File: src/rtl/branch_ex_stage.sv
// branch_ex_stage -- execute stage of a five-stage pipeline with branch/jump
// resolution and an EX/MEM output register with valid/ready handshaking.
//
// Ports
//   clk, rst          : clock (rising edge), asynchronous active-low reset
//   in_valid/in_ready : ID/EX entry handshake; accepted when both are high
//   pc2, ALUSrc2, MemtoReg2, RegWrite2, MemWrite2, nPC_sel2, jmp2, ALUctr2,
//   busA2, busB2, Ext_out2, RW2 : ID/EX instruction fields
//   mem_ready         : MEM stage accepts the EX/MEM entry
//   em_*              : EX/MEM register outputs (valid, ALU result, store data,
//                       destination register, control bits)
//   redirect, redirect_pc, flush : registered one-cycle PC redirect and
//                       IF/ID clear after a taken branch or jump
module branch_ex_stage (
  input  logic        clk,
  input  logic        rst,
  input  logic        in_valid,
  output logic        in_ready,
  input  logic [31:0] pc2,
  input  logic        ALUSrc2,
  input  logic        MemtoReg2,
  input  logic        RegWrite2,
  input  logic        MemWrite2,
  input  logic        nPC_sel2,
  input  logic        jmp2,
  input  logic [1:0]  ALUctr2,
  input  logic [31:0] busA2,
  input  logic [31:0] busB2,
  input  logic [31:0] Ext_out2,
  input  logic [4:0]  RW2,
  input  logic        mem_ready,
  output logic        em_valid,
  output logic [31:0] em_alu_out,
  output logic [31:0] em_wdata,
  output logic [4:0]  em_RW,
  output logic        em_MemtoReg,
  output logic        em_RegWrite,
  output logic        em_MemWrite,
  output logic        redirect,
  output logic [31:0] redirect_pc,
  output logic        flush
);

  typedef enum logic {RUN, SQUASH} state_t;

  state_t state, state_nxt;

  function automatic logic [31:0] alu_op(input logic [1:0] op,
                                         input logic signed [31:0] a,
                                         input logic signed [31:0] b);
    logic [31:0] res;
    case (op)
      2'b00:   res = a + b;
      2'b01:   res = a - b;
      2'b10:   res = a | b;
      default: res = {31'd0, (a < b)};
    endcase
    return res;
  endfunction

  // Stage p0: combinational execute on the ID/EX entry
  logic signed [31:0] alu_a_p0;
  logic signed [31:0] alu_b_p0;
  logic [31:0]        alu_res_p0;
  logic [31:0]        pc_plus4_p0;
  logic [31:0]        br_tgt_p0;
  logic [31:0]        jmp_tgt_p0;
  logic [31:0]        tgt_p0;
  logic               taken_p0;
  logic               accept_p0;

  assign alu_a_p0    = busA2;
  assign alu_b_p0    = ALUSrc2 ? Ext_out2 : busB2;
  assign alu_res_p0  = alu_op(ALUctr2, alu_a_p0, alu_b_p0);
  assign pc_plus4_p0 = pc2 + 32'd4;
  assign br_tgt_p0   = pc_plus4_p0 + {Ext_out2[29:0], 2'b00};
  assign jmp_tgt_p0  = {pc_plus4_p0[31:28], Ext_out2[25:0], 2'b00};
  // Branch compare always uses busB2, independent of ALUSrc2; jump wins.
  assign taken_p0    = jmp2 | (nPC_sel2 & (busA2 == busB2));
  assign tgt_p0      = jmp2 ? jmp_tgt_p0 : br_tgt_p0;

  // In SQUASH the presented entry is drained (ready) but never loaded.
  assign in_ready  = (state == SQUASH) | !em_valid | mem_ready;
  assign accept_p0 = in_valid & in_ready & (state == RUN);

  always_comb begin
    state_nxt = state;
    case (state)
      RUN:     if (accept_p0 && taken_p0) state_nxt = SQUASH;
      SQUASH:  state_nxt = RUN;
      default: state_nxt = RUN;
    endcase
  end

  always_ff @(posedge clk or negedge rst) begin
    if (!rst) state <= RUN;
    else      state <= state_nxt;
  end

  // Stage p1: EX/MEM register and redirect outputs
  always_ff @(posedge clk or negedge rst) begin
    if (!rst) begin
      em_valid    <= 1'b0;
      em_alu_out  <= 32'd0;
      em_wdata    <= 32'd0;
      em_RW       <= 5'd0;
      em_MemtoReg <= 1'b0;
      em_RegWrite <= 1'b0;
      em_MemWrite <= 1'b0;
      redirect    <= 1'b0;
      flush       <= 1'b0;
      redirect_pc <= 32'd0;
    end else begin
      if (accept_p0) begin
        em_valid    <= 1'b1;
        em_alu_out  <= alu_res_p0;
        em_wdata    <= busB2;
        em_RW       <= RW2;
        em_MemtoReg <= MemtoReg2;
        em_RegWrite <= RegWrite2;
        em_MemWrite <= MemWrite2;
      end else if (em_valid && mem_ready) begin
        em_valid <= 1'b0;
      end
      redirect <= accept_p0 & taken_p0;
      flush    <= accept_p0 & taken_p0;
      if (accept_p0 && taken_p0) redirect_pc <= tgt_p0;
    end
  end

endmodule

File: config.mk
export PLATFORM = sky130hd
export DESIGN_NAME = branch_ex_stage
export DESIGN_NICKNAME = d
export VERILOG_FILES = /design/src/rtl/branch_ex_stage.sv
export SDC_FILE = /design/constraint.sdc
export NUM_CORES = 1
export LEC_CHECK = 0
export CORE_MARGIN = 3
export CORE_UTILIZATION = 52
export CTS_CLUSTER_SIZE = 28
export DETAILED_ROUTE_END_ITERATION = 8
export PLACE_DENSITY = 0.82
export SYNTH_ARGS = -nofsm -noshare
export SYNTH_HDL_FRONTEND = slang
export SYNTH_SLANG_ARGS = --single-unit
File: constraint.sdc
create_clock -name clk -period 3.1 [get_ports clk]
set_clock_uncertainty 0.05 [all_clocks]
set_input_delay 0.465 -clock clk [delete_from_list [all_inputs] [get_ports clk]]
set_output_delay 0.465 -clock clk [all_outputs]
set_load 0.03 [all_outputs]
==> run_results.csv, run 1 <==
group,metric,value,unit
placement,placement.io_buffers,252,
synthesis,async_flop_share,1.00,
timing,postGrtWorstEndpoint,"redirect_pc[31]$_DFFE_PN0P_/D",
timing,timing.worst_endpoint.kind,"register data pin",
grt,grt_start_max_net_pins,43,
clock_network,max-clock-path-buffers,2,
die,placementRows,53,
outcome,outcome,"stopped before the end",
grt,track_usage,0.779,
outcome,haltStage,"global routing (5_1_grt)",
placement,post_place_cells,2274,
synthesis,dominantRegCellSynth,"sky130_fd_sc_hd__dfrtp_1",
synthesis,syn_inst,1402,
placement,dp.final_hpwl,38500,um
clock_network,tritoncts_num_sinks,107,
clock_network,cts_made_buffers,9,
synthesis,yosys_warnings,0,
die,starting_utilization_of_the_core_area,0.531,
synthesis,yosysSeqAreaShare,0.239,
synthesis,avgSynthCellArea,7.98,um2
clock_network,htree_num_levels,3,
synthesis,cell_area_after_synthesis,0.0112,mm2
placement,routability_congestion,1.06,
synthesis,synth_cell_type_count,80,
die,die_h,153,um
die,top_level_ports,253,
outcome,error_message,"[ERROR GRT-0232] Routing congestion too high. Check the congestion heatmap in the GUI.",
clock_network,cts_root_buf,"sky130_fd_sc_hd__clkbuf_16",
synthesis,syn_nets,1694,
die,dieWidth,153,um
synthesis,synth_enable_flop_cells,0,
grt,grt-ovfl-total,76,
synthesis,ys_ff_latch,107,
-- logic make-up after synthesis --
kind of cell	after synthesis	share of synthesized area
AND/OR/NAND/NOR	437	0.178
buffers and inverters	169	0.0575
multiplexers	48	0.0430
XOR/XNOR	110	0.0861
AO/OA/AOI/OAI	384	0.230
adder cells (fa/ha/maj)	147	0.166
flip-flops	107	0.239
-- timing repair --
item                                    4_1_cts
buffers inserted                             44
endpoints found under the setup margin       52
pin swaps                                   113
hold endpoints to repair                     10
resized for setup                           259
hold buffers                                  1
-- through the flow --
step	hold WS [ns]	cell area, um2	setup WS (ns)
floorplan	0.119	11600	-0.770
global placement	0.390	17200	-1.44
detailed placement	0.387	17200	-1.65
CTS	0.396	18500	-0.888
-- synthesized netlist by cell type (6+ instances only) --
library cell	number	area [um2]
sky130_fd_sc_hd__nand2_1	198	743
sky130_fd_sc_hd__ha_1	144	1800
sky130_fd_sc_hd__a21oi_1	119	596
sky130_fd_sc_hd__dfrtp_1	107	2680
sky130_fd_sc_hd__inv_1	107	402
sky130_fd_sc_hd__nor2_1	96	360
sky130_fd_sc_hd__o21ai_0	64	320
sky130_fd_sc_hd__xnor2_1	63	552
sky130_fd_sc_hd__mux2i_1	47	470
sky130_fd_sc_hd__xor2_1	47	412
sky130_fd_sc_hd__clkbuf_1	45	169
sky130_fd_sc_hd__a21o_1	29	218
sky130_fd_sc_hd__nand3_1	25	125
sky130_fd_sc_hd__nor3_1	23	115
sky130_fd_sc_hd__o21a_1	23	173
sky130_fd_sc_hd__o221ai_1	21	184
sky130_fd_sc_hd__o21bai_1	17	128
sky130_fd_sc_hd__nand4_1	16	100
sky130_fd_sc_hd__o211ai_1	16	120
sky130_fd_sc_hd__a31oi_1	15	93.8
sky130_fd_sc_hd__and3_1	15	93.8
sky130_fd_sc_hd__nor4_1	14	87.6
sky130_fd_sc_hd__nand2b_1	12	75.1
sky130_fd_sc_hd__a211oi_1	11	82.6
sky130_fd_sc_hd__buf_1	11	41.3
sky130_fd_sc_hd__o31ai_1	8	60.1
sky130_fd_sc_hd__nor2b_1	6	37.5
sky130_fd_sc_hd__or3_1	6	37.5
-- layer usage --
metal  track usage  GRT overflow
met5         0.273             0
met4         0.794            38
met1         0.782             0
met2         0.933            37
met3         0.629             1
==> run 2, diff against run 1 <==
--- a/config.mk
+++ b/config.mk
@@ -6,10 +6,9 @@
 export NUM_CORES = 1
 export LEC_CHECK = 0
 export CORE_MARGIN = 3
-export CORE_UTILIZATION = 52
-export CTS_CLUSTER_SIZE = 28
+export CORE_UTILIZATION = 40
 export DETAILED_ROUTE_END_ITERATION = 8
-export PLACE_DENSITY = 0.82
+export PLACE_DENSITY_LB_ADDON = 0.15
 export SYNTH_ARGS = -nofsm -noshare
 export SYNTH_HDL_FRONTEND = slang
 export SYNTH_SLANG_ARGS = --single-unit
==> run 2 against run 1 <==
  * The flow now finishes, with violations (negative setup slack)
  * Synthesized cell count unchanged
  * Synthesized area did not move
==> run_results.csv, run 2 <==
group,metric,value,unit
timing,fmax,0.259,GHz
synthesis,synth_cell_type_count,80,
synthesis,synth_top_cell_area_share,0.239,
timing,final_period_minus_worst_setup_slack,3.87,ns
clock_network,cts_made_buffers,9,
timing,setup_repair_after_global_routing_missed_its_margin,"true",
layout,num-fill-cells,2235,
setup_path,worst_setup_path_startpoint,"pc2[4]",
placement,routability_congestion,0.991,
pwr,power.clock.fraction,0.158,
die,starting_utilization_of_the_core_area,0.411,
drt,detail_route.first_pass.iterations,5,
pwr,leakage,0.00911,uW
drt,wire_per_inst,19.6,um
pwr,power_frac_comb,0.596,
pwr,internal-power,4340,uW
layout,finish.instance_area,0.0193,mm2
setup_path,reg2reg_setup_slack,0.46,ns
clock_network,cts_root_buf,"sky130_fd_sc_hd__clkbuf_16",
drt,route.antenna.remaining_nets,0,
pwr,net-switching-power,3170,uW
timing,finalCritPeriodShare,1.25,
clock_network,tritoncts,"built",
grt,antenna_violations_before_repair,12,
synthesis,post_synth_main_area_contributors,"sky130_fd_sc_hd__dfrtp_1, sky130_fd_sc_hd__ha_1, sky130_fd_sc_hd__nand2_1",
clock_network,max-clock-path-buffers,2,
placement,placement.io_buffers,252,
timing,worst-slew-pin-transition,0.821,ns
drt,post-route-drc-count,0,
die,core-area,0.0273,mm2
synthesis,cell_area_after_synthesis,0.0112,mm2
clock_network,postCtsHoldBufs,0,
layout,areaGrowthSynthToFinish,72.3,%
synthesis,ys_ff_latch,107,
drt,avgViaCountPerCell,5.32,
clock_network,clkSlewWorstSetupHoldPaths,0.08,ns
die,die_area,0.0300,mm2
synthesis,synth_enable_flop_cells,0,
grt,grt-ovfl-total,0,
synthesis,synth_top_area_cell,"sky130_fd_sc_hd__dfrtp_1",
clock_network,clk_latency,0.36,ns
setup_path,worst_setup_path_end_kind,"register",
run,max-cap-violations,0,
drt,num_vias,13100,
timing,timing_hold_violations_final,0,
setup_path,setup.worst_path.class,"primary input to register",
die,dieWidth,173,um
timing,post-route-worst-setup-slack,-0.766,ns
synthesis,syn_nets,1694,
setup_path,worstSetupStartpointType,"primary input",
setup_path,arrival,4.10,ns
placement,setup_slack_placement,-1.63,ns
grt,first_global_vias,13200,
clock_network,tritoncts_num_sinks,107,
timing,setup_violations,30,
layout,layout.nets,2367,
synthesis,avgSynthCellArea,7.98,um2
layout,most-common-layout-cells,"sky130_fd_sc_hd__buf_4, sky130_fd_sc_hd__clkdlybuf4s50_1, sky130_fd_sc_hd__nand2_1",
layout,final_layout_size_suffix_gt1_frac,0.331,
synthesis,dominantRegCellSynth,"sky130_fd_sc_hd__dfrtp_1",
grt,grt_start_max_net_pins,57,
pwr,ir_worst_vdd,0.000241,V
placement,postPlaceCellArea,0.0174,mm2
outcome,outcome,"finished, violations left",
drt,drtIter0Drc,816,
synthesis,yosysMostFrequentCell,"sky130_fd_sc_hd__nand2_1",
synthesis,syn_inst,1402,
die,top_level_ports,253,
outcome,failing_checks,"negative setup slack",
grt,grt_pass1_wl,72700,um
timing,slew_headroom,0.451,
die,placementRows,60,
pwr,switching_share,0.422,
grt,track_usage,0.305,
synthesis,yosys_warnings,0,
clock_network,htree_num_levels,3,
min_path,timing.hold.worst.class,"primary input to asynchronous set/reset pin",
synthesis,ys_top_cells_by_count,"sky130_fd_sc_hd__nand2_1, sky130_fd_sc_hd__ha_1, sky130_fd_sc_hd__a21oi_1",
drt,postRouteWirelength,48100,um
pwr,seq_pwr_share,0.246,
timing,slew_violations,0,
layout,mostFrequentLayoutCell,"sky130_fd_sc_hd__buf_4",
die,die_h,173,um
setup_path,required,3.33,ns
placement,dp.final_hpwl,37800,um
layout,largest_registers,"em_alu_out x32, em_wdata x32, redirect_pc x32",
synthesis,yosysSeqAreaShare,0.239,
setup_path,timing.rr.start,"em_valid$_DFFE_PN0P_",
pwr,powerDensity,390,mW/mm2
synthesis,async_flop_share,1.00,
setup_path,critical_path_peak_fanout,2,
-- run 2: cell counts after synthesis --
Identical to the previous run, type by type.
-- run 2: power by group through the flow --
stage,combinational (uW),clock (uW),sequential [uW]
after floorplan,1510,0,2390
final,4480,1190,1850
after CTS,4270,1210,1840
after global placement,3950,0,1860
after global routing,4770,1270,1880
after detailed placement,3980,0,1870
-- run 2: final cells by class --
class / instances / area, um2 / area share
Clock buffer: 9 / 225 / 0.0117
Timing Repair Buffer: 723 / 6250 / 0.324
Sequential cell: 107 / 2680 / 0.139
Clock inverter: 6 / 48.8 / 0.00253
Antenna cell: 5 / 12.5 / 0.000649
Multi-Input combinational cell: 1126 / 9200 / 0.477
Tap cell: 372 / 465 / 0.0241
Inverter: 108 / 408 / 0.0211
-- run 2: kinds of logic (layout without fill, tap and decap cells) --
group                    Yosys count  count (layout)  synth area share
AND/OR/NAND/NOR                  437             437             0.178
AO/OA/AOI/OAI                    384             384             0.230
buffers and inverters            169             846            0.0575
adder cells (fa/ha/maj)          147             147             0.166
XOR/XNOR                         110             110            0.0861
flip-flops                       107             107             0.239
multiplexers                      48              48            0.0430
other                              0               5                 0
-- run 2: critical path: stages --
cell	delay, ns
sky130_fd_sc_hd__buf_8	0.08
sky130_fd_sc_hd__nand4_1	0.12
sky130_fd_sc_hd__buf_6	0.15
sky130_fd_sc_hd__nor4_4	0.31
sky130_fd_sc_hd__and3_4	0.24
sky130_fd_sc_hd__xor2_1	0.15
sky130_fd_sc_hd__ha_1	0.27
sky130_fd_sc_hd__a21o_2	0.22
sky130_fd_sc_hd__a2111oi_4	0.30
sky130_fd_sc_hd__nand2_1	0.09
sky130_fd_sc_hd__a211o_1	0.27
sky130_fd_sc_hd__a221o_2	0.42
sky130_fd_sc_hd__a221oi_4	0.32
sky130_fd_sc_hd__o211ai_2	0.13
sky130_fd_sc_hd__a21o_1	0.19
sky130_fd_sc_hd__and4_4	0.19
sky130_fd_sc_hd__o31ai_2	0.16
-- run 2: worst paths after layout --
kind / end / cells past startpoint
worst max-delay path: redirect_pc[31]$_DFFE_PN0P_ / 17
worst min-delay path: em_alu_out[27]$_DFFE_PN0P_ / 1
worst max register to register: redirect_pc[9]$_DFFE_PN0P_ / 11
worst min register to register: em_wdata[31]$_DFFE_PN0P_ / 2
max in group asynchronous: em_wdata[5]$_DFFE_PN0P_ / 2
min in group clk: em_wdata[31]$_DFFE_PN0P_ / 2
-- run 2: through the flow --
step           utilization  power (uW)  TNS (ns)  hold slack, ns  std cells
3_3_place_gp         0.637        5810    -45.04           0.401       2377
6_report             0.708        7520     -9.15          0.0360       2456
4_1_cts              0.683        7320     -8.89          0.0481       2431
3_5_place_dp         0.637        5850    -47.43           0.411       2377
5_1_grt              0.708        7920    -13.48          0.0719       2455
2_1_floorplan            -        3900     -8.04           0.119       1402
-- run 2: layer usage --
metal | track usage | up-vias | part of all wire
met5 | 0 | - | 0.0014
met4 | 0.142 | 12 | 0.050
met3 | 0.0701 | 121 | 0.065
met2 | 0.507 | 431 | 0.47
met1 | 0.375 | 6217 | 0.41
li1 | - | 6292 | -
-- run 2: what timing repair did --
item	in CTS	in global routing
buffers inserted	41	28
resized for setup	269	97
pin swaps	100	101
setup endpoints to repair	45	50
(Power assumes the default switching activity.)
